File: config.mk
export PLATFORM = sky130hd
export DESIGN_NAME = two_ops_stream_acc
export DESIGN_NICKNAME = d
export VERILOG_FILES = /design/src/rtl/two_ops_stream_acc.sv
export SDC_FILE = /design/constraint.sdc
export NUM_CORES = 1
export LEC_CHECK = 0
export ABC_AREA = 1
export CORE_ASPECT_RATIO = 0.8
export CORE_MARGIN = 2
export CORE_UTILIZATION = 50
export CTS_CLUSTER_SIZE = 8
export DETAILED_ROUTE_END_ITERATION = 6
export PLACE_DENSITY = 0.87
export SLEW_MARGIN = 20
export SYNTH_ARGS = -nofsm -noshare
export SYNTH_HDL_FRONTEND = slang
export SYNTH_SLANG_ARGS = --single-unit
File: constraint.sdc
create_clock -name CLK -period 2.1 [get_ports CLK]
set_input_delay 0.21 -clock CLK [delete_from_list [all_inputs] [get_ports CLK]]
set_output_delay 0.21 -clock CLK [all_outputs]
set_load 0.01 [all_outputs]
File: src/rtl/two_ops_stream_acc.sv
// two_ops_stream_acc
//
// Window accumulator for the unsigned result stream of the two-op (add then
// subtract) datapath. Every COUNT accepted samples are summed into one
// SUM_WIDTH-bit total. That total is presented on a valid/ready output port
// and held there until the sink accepts it.
//
// Optional feature (compile-time macro):
//   TWO_OPS_STREAM_ACC_SAT_EN - when defined, each accumulation step
//   saturates at all ones instead of wrapping modulo 2^SUM_WIDTH. Ports and
//   timing are identical in both builds.
//
// Flow control: while a finished window is held, I_READY follows O_READY
// combinationally. A ready sink therefore lets the next sample in during the
// same cycle that the held total leaves, and the stream keeps one sample per
// cycle without a bubble.

module two_ops_stream_acc #(
    parameter int WIDTH     = 8,
    parameter int COUNT     = 4,
    parameter int SUM_WIDTH = 10
) (
    input  logic                 CLK,
    input  logic                 RESET,
    input  logic [WIDTH-1:0]     I,
    input  logic                 I_VALID,
    output logic                 I_READY,
    output logic [SUM_WIDTH-1:0] O,
    output logic                 O_VALID,
    input  logic                 O_READY,
    output logic [7:0]           CNT
);

    // Reject parameter sets the 8-bit CNT port or the arithmetic cannot represent
    if (COUNT < 1 || COUNT > 256) begin : g_bad_count
        $error("two_ops_stream_acc: COUNT must be in 1..256");
    end
    if (SUM_WIDTH < WIDTH) begin : g_bad_width
        $error("two_ops_stream_acc: SUM_WIDTH must be at least WIDTH");
    end

    typedef enum logic {
        ACCUM = 1'b0,
        HOLD  = 1'b1
    } state_t;

    // CNT value of the sample that closes a window
    localparam logic [7:0] LAST_CNT = 8'(COUNT - 1);

    state_t               state_q, state_d;
    logic [SUM_WIDTH-1:0] acc_q, acc_d;
    logic [7:0]           cnt_q, cnt_d;
    logic [SUM_WIDTH-1:0] o_q, o_d;
    logic                 o_valid_q, o_valid_d;

    logic                 i_ready;
    logic                 in_fire;
    logic                 out_fire;
    logic [SUM_WIDTH-1:0] sample_ext;
    logic [SUM_WIDTH-1:0] sum_next;

    // Adds one sample to the running total, either wrapping or clamping at all ones
    function automatic logic [SUM_WIDTH-1:0] add_step(
        input logic [SUM_WIDTH-1:0] a,
        input logic [SUM_WIDTH-1:0] b
    );
`ifdef TWO_OPS_STREAM_ACC_SAT_EN
        logic [SUM_WIDTH:0] wide;
        wide = {1'b0, a} + {1'b0, b};
        if (wide[SUM_WIDTH]) begin
            return '1;
        end
        return wide[SUM_WIDTH-1:0];
`else
        return a + b;
`endif
    endfunction

    // Handshake decode and next-state computation for the accumulate/hold FSM
    always_comb begin
        i_ready    = !o_valid_q || O_READY;
        in_fire    = I_VALID && i_ready;
        out_fire   = o_valid_q && O_READY;
        sample_ext = SUM_WIDTH'(I);
        sum_next   = add_step(acc_q, sample_ext);

        state_d    = state_q;
        acc_d      = acc_q;
        cnt_d      = cnt_q;
        o_d        = o_q;
        o_valid_d  = o_valid_q;

        if (out_fire) begin
            o_valid_d = 1'b0;
            state_d   = ACCUM;
        end

        if (in_fire) begin
            if (cnt_q == LAST_CNT) begin
                o_d       = sum_next;
                o_valid_d = 1'b1;
                acc_d     = '0;
                cnt_d     = '0;
                state_d   = HOLD;
            end else begin
                acc_d = sum_next;
                cnt_d = cnt_q + 8'd1;
            end
        end
    end

    // Register all state; reset throws away any partial window and any held total
    always_ff @(posedge CLK) begin
        if (RESET) begin
            state_q   <= ACCUM;
            acc_q     <= '0;
            cnt_q     <= '0;
            o_q       <= '0;
            o_valid_q <= 1'b0;
        end else begin
            state_q   <= state_d;
            acc_q     <= acc_d;
            cnt_q     <= cnt_d;
            o_q       <= o_d;
            o_valid_q <= o_valid_d;
        end
    end

    // Drive the ports from the registered state
    always_comb begin
        I_READY = i_ready;
        O       = o_q;
        O_VALID = o_valid_q;
        CNT     = cnt_q;
    end

endmodule

**After elaboration in Yosys (flattened, before gate mapping)**

Index checks and enable logic that the tools add are counted.

- Flip-flop bits (word level): 29
- Output and inout port bits: 20

- Add/sub/neg operators: 2
- Equality and inequality tests: 1
- Multiplexer cells: 5
- Reduce and logical (&&, ||, !) cells: 5

Operators with widths:

| operator | count |
|---|---|
| $add 10x8->10 | 1 |
| $mux 10 | 1 |
| $add 8x1->8 const B | 1 |
| $eq 8x2->1 const B | 1 |
| $mux 8 | 1 |
| $mux 1 | 3 |
| $logic_and 1x1->1 | 2 |
| $reduce_and 2->1 | 1 |
| $logic_not 1->1 | 1 |
| $logic_or 1x1->1 | 1 |

**Longest topological paths before layout**

- Depth after elaboration: 4
- Mapped depth: 10
- Mapped depth without buffers: 10

**Least setup slack after synthesis**

No wires, ideal clock.

- Path type: register to register
- Start: register acc_q[0]
- End: register acc_q[4]
- Library setup time: 0.129 ns
- Arrival: 1.452 ns
- Data required time: 1.971 ns
- Setup slack: 0.519 ns
- Stages on the path, launching flop included: 8
- Period minus slack after synthesis: 1.581 ns
- Path through: dfxtp_1 > ha_1 > inv_1 > fa_1 > o21ai_2 > xnor2_1 > o21a_1 > nor2_1

- Longest elaborated chain between the ends: 2

RTL lines:

| what | RTL line | source |
|---|---|---|
| from (decl) | 51 | `logic [SUM_WIDTH-1:0] acc_q, acc_d;` |
| from (signal assigned) | 116 | `acc_q <= '0;` |
| from (signal assigned) | 122 | `acc_q <= acc_d;` |
| $add 10x8->10 | 75 | `return a + b;` |
| $mux 10 | 99 | `if (cnt_q == LAST_CNT) begin` |

Every way passes these cells.
A chain may end at the register's enable or synchronous reset.

**Final worst setup path**

- Start: input I[0]
- End: register acc_q[6]

- Longest elaborated chain between the ends: 2

RTL lines:

| what | RTL line | source |
|---|---|---|
| from (decl) | 25 | `input logic [WIDTH-1:0] I,` |
| $add 10x8->10 | 75 |  |
| $mux 10 | 99 |  |

Every way passes these cells.

==> reports/metrics.csv <==
stage,metric,value,unit
synth,register area share after synthesis,35.9,%
power,total power,0.00134,W
global_route,total grt overflow,0,
layout,multi-input combinational cell area,932,um^2
synth,Post-Synth XOR/XNOR Area,2.16,%
power,Pint,0.000926,W
sta,Slew HR,75.5,%
sta,total count of hold-check failures in the final report,0,
synth,"flops & latches, synth",29,
power,worst vdd ir,0.000432,V
placement,HPWL after detailed placement,2.79,mm
layout,"Net count, final",275,
synth,mapped cell area,1620,um^2
layout,fillers,256,
sta,max frequency,0.554,GHz
detailed_routing,"antenna viol nets, final",0,
sta,worst-margin pin slew,367,ps
worst_hold_path,worst min-delay path category,flop to flop,
sta,min cycle time layout,1800,ps
floorplan,die width,67.6,um
clocking,Root Driver,clkbuf_8,
floorplan,Core Area,3090,um^2
clocking,hold buffers post-CTS,0,
synth,top cell type's share of synthesized area,35.9,%
placement,gp weighted congestion,0.951,
synth,main combinational cell family by area after synthesis,simple AND/OR/NAND/NOR gates,
synth,Yosys top cell by area,dfxtp_1,
sta,Worst Slack Setup Final,297,ps
placement,DP Worst Slack,3.25,ps
clocking,clk_lat worst skew,290,ps
critical_path,crit-path max FO,3,
floorplan,die area,3710,um^2
synth,post-synthesis mux area share,0,%
global_route,total track usage,22.3,%
clocking,H-tree levels,2,
synth,Synth area leaders,"dfxtp_1 (36%), nand2_1 (13%), nand3_1 (9.0%)",
sta,Worst Clk Skew,8.93,ps
layout,register area,581,um^2
global_route,global-route wire length before repair,5.95,mm
synth,Netlist cell types,35,
detailed_routing,vias,1541,
run_status,outcome,finished clean,
power,sequential power share,44.5,%
sta,final-report max-slew violation count,0,
flow_run,max cap viols,0,
clocking,clk buf depth,2,
critical_path,crit path launch type,input port,
critical_path,CP Capture Type,flop,
synth,Cells after Synth,218,
floorplan,# IOs,32,
power,combinational share of power,21.5,%
power,power density over the cells,651,nW/um^2
synth,Post-synth EDFFs,0,
clocking,cts bufs inserted,5,
synth,post-synthesis compound-gate area fraction,9.66,%
synth,Ys Warns,0,
synth,Synth Net Count,240,
layout,area grow syn2layout,26.7,%
synth,"count leader, synth",nand2_1,
synth,ys async rst share,0,%
critical_path,"Data required, critical path",2310,ps
synth,Synth Area in Simple Gates,37.6,%
floorplan,Die Y,54.9,um
synth,dominant register cell in the synthesized netlist,dfxtp_1,
clocking,Clock Sinks,29,
sta,TNS Setup,0,ps
synth,Adder-Cell Fraction of Synth Area,8.19,%
clocking,Post-CTS Setup Inserts,0,
placement,Buffers on Ports,31,
power,NetSw,0.000410,W
clocking,CTS tree,built,
sta,Final period util,85.9,%
layout,layout cell share with drive strength beyond 1,10.2,%
clocking,Clock transition at path regs,70,ps
power,sw frac,30.7,%
sta,Final setup viols,0,
synth,post-synthesis average cell area,7.43,um^2
detailed_routing,WL/cell,12.6,um
floorplan,Starting Density,52.5,%
global_route,number of global-route vias before repair,1298,
power,Static Leakage,0.891,nW
detailed_routing,DR iter-0 viols,80,
detailed_routing,DRC violations left,0,
critical_path,Arrival @ worst endpoint,2010,ps
global_route,largest net degree at the start of global routing,17,
power,Clock power frac,34.1,%
clocking,cts repair resizes,0,
layout,ant diodes,0,
sta,unrepaired setup endpoints after global routing,false,
detailed_routing,DR pass1 iterations,5,
critical_path,Setup CP Type,input port to flop,
synth,synth cell count leaders,"nand2_1 (57), dfxtp_1 (29), nand3_1 (29)",
floorplan,num rows,18,
detailed_routing,DR vias/cell,5.24,
global_route,initial antenna violation count,0,
detailed_routing,WL final,3.72,mm
worst paths after layout:
check,to,slack [ps],from,depth (start not counted)
hold reg to reg,O[2],470,O[2],2
setup reg to reg,acc_q[6],350,acc_q[0],8
hold / removal,O[2],470,O[2],2
setup / recovery,acc_q[6],300,I[0],9
final cells by class:
type                            instances  share of cell area [%]
Clock buffer                            5                    3.35
Inverter                               20                    3.78
Sequential cell                        29                    28.3
Tap cell                               40                    2.44
Multi-Input combinational cell        164                    45.4
Timing Repair Buffer                   33                    15.9
Clock inverter                          3                   0.854
power by group through the flow:
stage | logic (W) | registers (W) | clock network (W)
finish | 0.000287 | 0.000594 | 0.000455
global route | 0.000322 | 0.000596 | 0.000472
CTS | 0.000284 | 0.000593 | 0.000461
detailed placement | 0.000283 | 0.000605 | 0
global placement | 0.000277 | 0.000604 | 0
floorplan | 0.000198 | 0.000604 | 0
per-layer routing:
metal / vias up / share of wire, % / track usage (%)
met5: - / 0 / 0
met4: 0 / 1.6 / 8.16
met3: 8 / 9.1 / 4.45
met2: 67 / 44 / 34.6
met1: 676 / 45 / 30.9
li1: 790 / - / -
placed cells by master, fill, tap and decap left out, types with 3 or more instances in the layout:
master,n
clkbuf_8,5
nor2_1,19
o21ai_2,4
clkdlybuf4s50_1,31
nand3_1,29
nor3_1,3
nand3b_1,4
inv_1,18
xnor2_1,3
nand2_1,57
a21oi_1,14
ha_1,9
dfxtp_1,29
stage by stage:
| step | util, % | cells | hold slack (ps) | area [um^2] |
|---|---|---|---|---|
| floorplan | - | 218 | 448 | 1620 |
| global placement | 63.7 | 286 | 460 | 1970 |
| detailed placement | 63.7 | 286 | 466 | 1970 |
| CTS | 66.5 | 294 | 476 | 2050 |
| global route | 66.5 | 294 | 482 | 2050 |
| finish | 66.5 | 294 | 473 | 2050 |
state kept, by name, indices dropped and copies added (netlist names):
name	count
CNT	8
acc_q	10
O_VALID	1
O	10
cell families (layout without fill, tap and decap cells):
group                    after synthesis  after routing
AO/OA/AOI/OAI                         25             25
XOR/XNOR                               4              4
flip-flops                            29             29
adder cells (fa/ha/maj)               10             10
buffers and inverters                 25             61
AND/OR/NAND/NOR                      125            125
critical path, cell delays in order:
cell	delay, ps
clkdlybuf4s50_1	460
ha_1	200
inv_1	70
fa_1	410
o21ai_2	220
nand2_1	100
nand3b_1	120
nand3_1	80
a21oi_1	150
No activity file was read; power rests on OpenSTA's default activity.
